File: src/rtl/memcmd_pkg.sv
// Shared types and encodings for the memcmd_decode front end: power states,
// decoded command identifiers, pin encodings and MR0 burst-length codes.
package memcmd_pkg;

  typedef enum logic [1:0] {
    ACTIVE  = 2'd0,
    PWRDN   = 2'd1,
    SELFREF = 2'd2,
    DEEPPD  = 2'd3
  } pstate_t;

  // Values double as bit positions in the registered one-hot strobe vector.
  typedef enum logic [4:0] {
    CMD_ACT  = 5'd0,
    CMD_RD   = 5'd1,
    CMD_RDA  = 5'd2,
    CMD_WR   = 5'd3,
    CMD_WRA  = 5'd4,
    CMD_PR   = 5'd5,
    CMD_PRA  = 5'd6,
    CMD_REF  = 5'd7,
    CMD_SRF  = 5'd8,
    CMD_PD   = 5'd9,
    CMD_PDX  = 5'd10,
    CMD_DPD  = 5'd11,
    CMD_DPDX = 5'd12,
    CMD_MRW  = 5'd13,
    CMD_MRR  = 5'd14,
    CMD_BST  = 5'd15,
    CMD_NONE = 5'd16
  } cmd_t;

  localparam int unsigned NUM_STRB = 16;

  // {ras_n, cas_n, we_n} encodings with cs_n=0, act_n=1.
  localparam logic [2:0] ENC_MRS  = 3'b000;
  localparam logic [2:0] ENC_REF  = 3'b001;
  localparam logic [2:0] ENC_PRE  = 3'b010;
  localparam logic [2:0] ENC_RSVD = 3'b011;
  localparam logic [2:0] ENC_WR   = 3'b100;
  localparam logic [2:0] ENC_RD   = 3'b101;
  localparam logic [2:0] ENC_BST  = 3'b110;
  localparam logic [2:0] ENC_NOP  = 3'b111;

  // MR0 A[1:0] burst-length codes.
  localparam logic [1:0] MR0_BL8 = 2'b00;
  localparam logic [1:0] MR0_OTF = 2'b01;
  localparam logic [1:0] MR0_BC4 = 2'b10;

  // Address bits with command-specific meaning.
  localparam int unsigned A_AP  = 10;
  localparam int unsigned A_BC  = 12;
  localparam int unsigned A_MRR = 13;

  function automatic logic [NUM_STRB-1:0] cmd_onehot(input cmd_t c);
    if (c == CMD_NONE) return '0;
    return NUM_STRB'(1) << c;
  endfunction

  function automatic logic is_burst(input cmd_t c);
    return (c == CMD_RD) || (c == CMD_RDA) || (c == CMD_WR) || (c == CMD_WRA);
  endfunction

endpackage

File: src/rtl/memcmd_pwr_fsm.sv
// CKE edge detector and power-state FSM. Decides power-down / self-refresh /
// deep power-down entry on a CKE falling edge from the command class sampled in
// that cycle, and produces the matching entry/exit strobe (unregistered; the
// top registers it). Deep power-down exists only when MEMCMD_DPD_EN is defined.
module memcmd_pwr_fsm
  import memcmd_pkg::*;
(
  input  logic    clk,
  input  logic    rst,
  input  logic    cke,
  input  logic    ent_ref,
  input  logic    ent_idle,
  input  logic    ent_dpd,
  output logic    cke_q,
  output pstate_t pstate_q,
  output logic    cke_rise,
  output logic    cke_fall,
  output cmd_t    pwr_cmd,
  output logic    ent_bad
);

  pstate_t pstate_d;

`ifndef MEMCMD_DPD_EN
  logic unused_ent_dpd;
  assign unused_ent_dpd = ent_dpd;
`endif

  // Next power state and entry/exit strobe selection.
  always_comb begin
    // NOTE: every output of this block gets a default first so no path leaves it unassigned (no latch).
    cke_rise = ~cke_q & cke;
    cke_fall = cke_q & ~cke;
    pstate_d = pstate_q;
    pwr_cmd  = CMD_NONE;
    ent_bad  = 1'b0;
    case (pstate_q)
      ACTIVE: begin
        if (cke_fall) begin
          if (ent_ref) begin
            pwr_cmd  = CMD_SRF;
            pstate_d = SELFREF;
          end else if (ent_idle) begin
            pwr_cmd  = CMD_PD;
            pstate_d = PWRDN;
          end
`ifdef MEMCMD_DPD_EN
          else if (ent_dpd) begin
            pwr_cmd  = CMD_DPD;
            pstate_d = DEEPPD;
          end
`endif
          else begin
            // Any other command on the falling edge is dropped; still power down.
            ent_bad  = 1'b1;
            pwr_cmd  = CMD_PD;
            pstate_d = PWRDN;
          end
        end
      end
      PWRDN: begin
        if (cke_rise) begin
          pwr_cmd  = CMD_PDX;
          pstate_d = ACTIVE;
        end
      end
      SELFREF: begin
        if (cke_rise) pstate_d = ACTIVE;
      end
`ifdef MEMCMD_DPD_EN
      DEEPPD: begin
        if (cke_rise) begin
          pwr_cmd  = CMD_DPDX;
          pstate_d = ACTIVE;
        end
      end
`endif
      default: pstate_d = ACTIVE;
    endcase
  end

  // State and previous-CKE registers; reset looks like a cycle with CKE high.
  always_ff @(posedge clk) begin
    // NOTE: non-blocking assignments so every flop samples pre-edge values.
    if (!rst) begin
      cke_q    <= 1'b1;
      pstate_q <= ACTIVE;
    end else begin
      cke_q    <= cke;
      pstate_q <= pstate_d;
    end
  end

endmodule

File: src/rtl/memcmd_decode.sv
// DDR4-style command decoder front end. Samples the command/address pins each
// clock and emits registered one-cycle command strobes, the registered
// address fields of the decoded command, an MR0 burst-length shadow, and a
// sticky illegal flag with a saturating error counter. Deep power-down decode
// is enabled by defining MEMCMD_DPD_EN.
module memcmd_decode
  import memcmd_pkg::*;
#(
  parameter int unsigned BL   = 8,
  parameter int unsigned ERRW = 8
) (
  input  logic            clk,
  input  logic            rst,
  input  logic            cke,
  input  logic            cs_n,
  input  logic            act_n,
  input  logic            ras_n,
  input  logic            cas_n,
  input  logic            we_n,
  input  logic [13:0]     addr,
  input  logic [1:0]      bg,
  input  logic [1:0]      ba,
  output logic            ACT,
  output logic            RD,
  output logic            RDA,
  output logic            WR,
  output logic            WRA,
  output logic            PR,
  output logic            PRA,
  output logic            REF,
  output logic            SRF,
  output logic            PD,
  output logic            PDX,
  output logic            DPD,
  output logic            DPDX,
  output logic            MRW,
  output logic            MRR,
  output logic            BST,
  output logic            CFG,
  output logic            CKEH,
  output logic            CKEL,
  output logic [1:0]      cmd_bg,
  output logic [1:0]      cmd_ba,
  output logic [13:0]     cmd_addr,
  output logic [7:0]      bl,
  output logic [7:0]      burst_len,
  output logic            illegal,
  output logic [ERRW-1:0] err_cnt
);

  localparam logic [7:0]      BL_RST  = 8'(BL);
  localparam logic [ERRW-1:0] ERR_ONE = ERRW'(1);

  logic [2:0] enc;
  logic       cke_q;
  pstate_t    pstate_q;
  logic       cke_rise;
  logic       cke_fall;
  cmd_t       pwr_cmd;
  logic       ent_bad;
  logic       ent_ref;
  logic       ent_idle;
  logic       ent_dpd;
  logic       dec_en;
  logic       mr0_sel;

  cmd_t                dec;
  cmd_t                cmd_sel;
  logic                illegal_ev;
  logic [NUM_STRB-1:0] strb_q;
  logic                cfg_d, cfg_q;
  logic                ckeh_q, ckel_q;
  logic [1:0]          cmd_bg_d, cmd_bg_q;
  logic [1:0]          cmd_ba_d, cmd_ba_q;
  logic [13:0]         cmd_addr_d, cmd_addr_q;
  logic [7:0]          bl_d, bl_q;
  logic                otf_d, otf_q;
  logic [7:0]          blen_d, blen_q;
  logic                illegal_d, illegal_q;
  logic [ERRW-1:0]     err_d, err_q;

  assign enc      = {ras_n, cas_n, we_n};
  assign ent_ref  = ~cs_n & act_n & (enc == ENC_REF);
  assign ent_idle = cs_n | (act_n & (enc == ENC_NOP));
  assign ent_dpd  = ~cs_n & act_n & (enc == ENC_BST);
  assign dec_en   = (pstate_q == ACTIVE) & cke_q & cke & ~cs_n;
  assign mr0_sel  = (bg == 2'd0) && (ba == 2'd0);

  memcmd_pwr_fsm u_pwr (
    .clk      (clk),
    .rst      (rst),
    .cke      (cke),
    .ent_ref  (ent_ref),
    .ent_idle (ent_idle),
    .ent_dpd  (ent_dpd),
    .cke_q    (cke_q),
    .pstate_q (pstate_q),
    .cke_rise (cke_rise),
    .cke_fall (cke_fall),
    .pwr_cmd  (pwr_cmd),
    .ent_bad  (ent_bad)
  );

  // Command decode, MR0 shadow update, burst length and illegal detection.
  always_comb begin
    dec        = CMD_NONE;
    cmd_sel    = pwr_cmd;
    cfg_d      = 1'b0;
    bl_d       = bl_q;
    otf_d      = otf_q;
    blen_d     = blen_q;
    cmd_bg_d   = cmd_bg_q;
    cmd_ba_d   = cmd_ba_q;
    cmd_addr_d = cmd_addr_q;
    // Anything selected while CKE was low last cycle (incl. the exit bubble) is dropped.
    illegal_ev = ent_bad | (~cke_q & ~cs_n);
    if (dec_en) begin
      if (!act_n) begin
        dec = CMD_ACT;
      end else begin
        case (enc)
          ENC_MRS: begin
            if (addr[A_MRR]) begin
              dec = CMD_MRR;
            end else begin
              dec = CMD_MRW;
              if (mr0_sel) begin
                case (addr[1:0])
                  MR0_BL8: begin bl_d = 8'd8; otf_d = 1'b0; cfg_d = 1'b1; end
                  MR0_OTF: begin bl_d = 8'd8; otf_d = 1'b1; cfg_d = 1'b1; end
                  MR0_BC4: begin bl_d = 8'd4; otf_d = 1'b0; cfg_d = 1'b1; end
                  default: illegal_ev = 1'b1;  // reserved code, shadow kept
                endcase
              end
            end
          end
          ENC_REF:  dec = CMD_REF;
          ENC_PRE:  dec = addr[A_AP] ? CMD_PRA : CMD_PR;
          ENC_RSVD: illegal_ev = 1'b1;
          ENC_WR:   dec = addr[A_AP] ? CMD_WRA : CMD_WR;
          ENC_RD:   dec = addr[A_AP] ? CMD_RDA : CMD_RD;
          ENC_BST:  dec = CMD_BST;
          default:  dec = CMD_NONE;  // NOP
        endcase
      end
      if (dec != CMD_NONE) begin
        cmd_sel    = dec;
        cmd_bg_d   = bg;
        cmd_ba_d   = ba;
        cmd_addr_d = addr;
      end
      if (is_burst(dec)) begin
        blen_d = otf_q ? (addr[A_BC] ? 8'd8 : 8'd4) : bl_q;
      end
    end
    illegal_d = illegal_q | illegal_ev;
    err_d     = (illegal_ev && (err_q != '1)) ? err_q + ERR_ONE : err_q;
  end

  // Output and shadow registers.
  always_ff @(posedge clk) begin
    if (!rst) begin
      strb_q     <= '0;
      cfg_q      <= 1'b0;
      ckeh_q     <= 1'b0;
      ckel_q     <= 1'b0;
      cmd_bg_q   <= '0;
      cmd_ba_q   <= '0;
      cmd_addr_q <= '0;
      bl_q       <= BL_RST;
      otf_q      <= 1'b0;
      blen_q     <= BL_RST;
      illegal_q  <= 1'b0;
      err_q      <= '0;
    end else begin
      strb_q     <= cmd_onehot(cmd_sel);
      cfg_q      <= cfg_d;
      ckeh_q     <= cke_rise;
      ckel_q     <= cke_fall;
      cmd_bg_q   <= cmd_bg_d;
      cmd_ba_q   <= cmd_ba_d;
      cmd_addr_q <= cmd_addr_d;
      bl_q       <= bl_d;
      otf_q      <= otf_d;
      blen_q     <= blen_d;
      illegal_q  <= illegal_d;
      err_q      <= err_d;
    end
  end

  assign ACT       = strb_q[int'(CMD_ACT)];
  assign RD        = strb_q[int'(CMD_RD)];
  assign RDA       = strb_q[int'(CMD_RDA)];
  assign WR        = strb_q[int'(CMD_WR)];
  assign WRA       = strb_q[int'(CMD_WRA)];
  assign PR        = strb_q[int'(CMD_PR)];
  assign PRA       = strb_q[int'(CMD_PRA)];
  assign REF       = strb_q[int'(CMD_REF)];
  assign SRF       = strb_q[int'(CMD_SRF)];
  assign PD        = strb_q[int'(CMD_PD)];
  assign PDX       = strb_q[int'(CMD_PDX)];
  assign DPD       = strb_q[int'(CMD_DPD)];
  assign DPDX      = strb_q[int'(CMD_DPDX)];
  assign MRW       = strb_q[int'(CMD_MRW)];
  assign MRR       = strb_q[int'(CMD_MRR)];
  assign BST       = strb_q[int'(CMD_BST)];
  assign CFG       = cfg_q;
  assign CKEH      = ckeh_q;
  assign CKEL      = ckel_q;
  assign cmd_bg    = cmd_bg_q;
  assign cmd_ba    = cmd_ba_q;
  assign cmd_addr  = cmd_addr_q;
  assign bl        = bl_q;
  assign burst_len = blen_q;
  assign illegal   = illegal_q;
  assign err_cnt   = err_q;

endmodule

File: config.mk
export PLATFORM = sky130hd
export DESIGN_NAME = memcmd_decode
export DESIGN_NICKNAME = d
export VERILOG_FILES = /design/src/rtl/memcmd_pkg.sv /design/src/rtl/memcmd_pwr_fsm.sv /design/src/rtl/memcmd_decode.sv
export SDC_FILE = /design/constraint.sdc
export NUM_CORES = 1
export LEC_CHECK = 0
export ABC_CLOCK_PERIOD_IN_PS = 2050
export CAP_MARGIN = 20
export CORE_MARGIN = 3
export CORE_UTILIZATION = 39
export CTS_CLUSTER_SIZE = 14
export DETAILED_ROUTE_END_ITERATION = 10
export PLACE_DENSITY_LB_ADDON = 0.05
export SYNTH_ARGS = -nofsm -noshare
export SYNTH_HDL_FRONTEND = slang
export SYNTH_SLANG_ARGS = --single-unit
File: constraint.sdc
create_clock -name clk -period 2.05 [get_ports clk]
set_clock_uncertainty 0.1 [all_clocks]
set_input_delay 0.3075 -clock clk [delete_from_list [all_inputs] [get_ports clk]]
set_output_delay 0.3075 -clock clk [all_outputs]
set_load 0.01 [all_outputs]
==> run metrics <==
Layout area overhead 48.1%; routed wl met2 between 2 and 3 mm; Reg-to-Reg End err_cnt[2]; die area 6830 um2; Synth warnings 0; Die Y 82.6 um; postcts setup bufs 0; DR vias/cell 4.92; Clock transition at path regs 0.09 ns; H-tree Lvls 2; DRC viols 0; clock tree buffer depth 2; clock sinks 54; gpl congestion 0.806; worst-path cell chain clkdlybuf4s50_1, or4b_2, nand3_1, o32a_1, nand2_1, nor2_1; Unique masters post-synth 50; met3 WL post-DR 298 um; CP Class input pin to register; Leak 1.33 nW; worst hold path cell count 3; period utilization between 90% and 100%; element type at the critical path end register; Worst Reg-to-Reg Cells 7; type of the tightest min-delay check input pin to register; Critical Path AT 2.09 ns; DRT met1 WL 2.58 mm; Top FF cell, synth dfxtp_1; Pins Over Slew Limit 0; Post-synth EDFFs 0; flop2flop setup slack ~0.1 ns; Synth top area share 47.2%; CTS tree done; Worst setup SP type input pin; minimum clock period after layout 1.95 ns; clk_lat worst skew 0.30 ns; final global-route overflow total 0; #FFs+latches synth 54; final instance area between 3000 and 4000 um2; Pwr Density 641 nW/um2; maximum vdd drop between 0.3 and 0.4 mV; synth top area cells dfxtp_1 47%, nand2_1 9.0%, a21oi_1 5.5%; GR Util All Layers between 10% and 20%; maximum number of pins on one net before global-route repair 29; WL final 5.91 mm; routed len/inst about 13 um; number of placed instances, taps included approximately 430; NumNets Final 398; highest-delay cell along the critical path or4b_2; Finished Layout Cells between 400 and 500; hold violation count in the final report 0; layout cells sized above 1 roughly 14%; FP Rows 27; Final ANT Viol Nets 0; I/O pins 88; Port Buffers 75; initial DRC count 77; Max Fclk 513 MHz; DP HPWL 4.32 mm; # setup viols final 0; global-route wire length before repair 9.03 mm; CP max stage delay 0.69 ns; Die Width 82.6 um; Hold Crit Start addr[13]; core area 5610 um2; final core utilization 60.5%; reg2reg start u_pwr.pstate_q[0]; initial antenna violation count 0; number of global-route vias before repair 2,051; worst endpoint required time between 2 and 2.5 ns; Root Driver clkbuf_8; CTS buffer count 5; diodes inserted 0; via count 2,174; DRT Pass-1 Iters 4; Hold Path Sink cmd_addr[13]; total power 0.00217 W; Fillers roughly 530; DR top layer met4; # Max-Cap Violations 0; pre-CTS setup slack -0.284 ns; hold_buf cts 0; worst setup slack after layout 0.100 ns; count leader, synth nand2_1; Initial Utilization 40.9%; outcome finished, final reports clean; post-synthesis cell count 269; register area share after synthesis a little under half; top post-synthesis cells by count 55 x nand2_1, 54 x dfxtp_1, 25 x a21oi_1, 25 x nor2_1, 12 x buf_4; Synth Cell Area 2290 um2; worst-path fanout max 5; Async SR Flop Fraction 0%; Post-DP Area around 3200 um2; syn avg cell area 8.52 um2; post-synth top area cell dfxtp_1
[what timing repair did]
| item | 4_1_cts | 5_1_grt |
|---|---|---|
| gates resized for setup | 0 | 10 |
| endpoints found under the hold margin | 0 | 0 |
| endpoints found under the setup margin | 0 | 16 |
[sequential cells by signal (all words and copies together), names as in the netlist]
| register | flops |
|---|---|
| CKEH | 1 |
| err_cnt | 8 |
| bl | 2 |
| cmd_ba | 2 |
| otf_q | 1 |
| illegal | 1 |
| CKEL | 1 |
| CFG | 1 |
| cmd_addr | 14 |
| u_pwr.pstate_q | 2 |
| cmd_bg | 2 |
| strb_q | 16 |
| u_pwr.cke_q | 1 |
| burst_len | 2 |
[cell type report]
cell class,count,area [um2],share of cell area [%]
clock inverter,3,40.0,1.18
clock buffer,5,68.8,2.03
tap,72,90.1,2.65
sequential,54,1080,31.9
multi-input combinational,198,1110,32.9
timing repair buffer,104,976,28.8
inverter,6,22.5,0.664
[worst max path at each step]
stage,start,to,slack (ns),cells past startpoint
after global routing,u_pwr.pstate_q[0],err_cnt[3],-0.009,7
after global placement,we_n,strb_q[10],-0.23,7
final,ras_n,strb_q[10],0.10,6
after floorplan,u_pwr.pstate_q[0],err_cnt[6],0.02,8
after detailed placement,we_n,strb_q[10],-0.28,7
after CTS,u_pwr.pstate_q[1],err_cnt[2],0.02,7
[layer usage]
| metal | global-route usage, % | vias to the layer above |
|---|---|---|
| li1 | - | 1099 |
| met1 | 20.0 | 1011 |
| met2 | 29.8 | 58 |
| met3 | 4.56 | 6 |
| met4 | 5.88 | 0 |
| met5 | 0 | - |
[worst max-delay path: cells and delay by family]
family / cells / cell delay (ns)
AO/OA/AOI/OAI: 1 / 0.20
AND/OR/NAND/NOR: 4 / 1.08
buffers and inverters: 1 / 0.50
[layout by cell type (no fill, tap or decap), drive strengths merged, types with 2 or more instances in the layout]
master | Yosys | layout
nand3b | 2 | 2
nor2 | 25 | 25
nor3 | 2 | 2
clkdlybuf4s50 | 0 | 72
dfxtp | 54 | 54
inv | 6 | 6
clkbuf | 9 | 5
nand3 | 6 | 6
and3 | 2 | 2
nor4 | 2 | 2
a21oi | 25 | 25
nand4 | 5 | 5
and2 | 3 | 3
and4b | 2 | 2
o2111a | 1 | 2
o21ai | 8 | 8
clkinv | 0 | 2
mux2i | 4 | 4
buf | 16 | 29
xor2 | 2 | 2
or3 | 4 | 4
nand2 | 55 | 55
o311ai | 2 | 2
ha | 3 | 3
or2 | 3 | 3
nand2b | 7 | 7
conb | 1 | 14
dlymetal6s2s | 0 | 3
[where the power goes]
part	internal, W	switching [W]	total, W
Sequential	0.00108	0.0000184	0.00110
Combinational	0.000193	0.000177	0.000370
Clock	0.000360	0.000344	0.000705
Total	0.00163	0.000540	0.00217
[logic make-up after synthesis]
logic type	synth area share, %
simple gates	25.8
flops	47.2
compound gates	14.8
other cells	0.164
fa+ha+maj	1.64
buf+inv	7.86
xor+xnor	0.765
mux	1.75
[through the flow]
stage	TNS [ns]	hold WS, ns
after detailed placement	-5.38	0.342
after global placement	-4.33	0.340
after floorplan	0	0.281
after global routing	-0.00921	0.263
final	0	0.232
after CTS	0	0.362
Note: power is estimated with default switching activity, not from simulation.
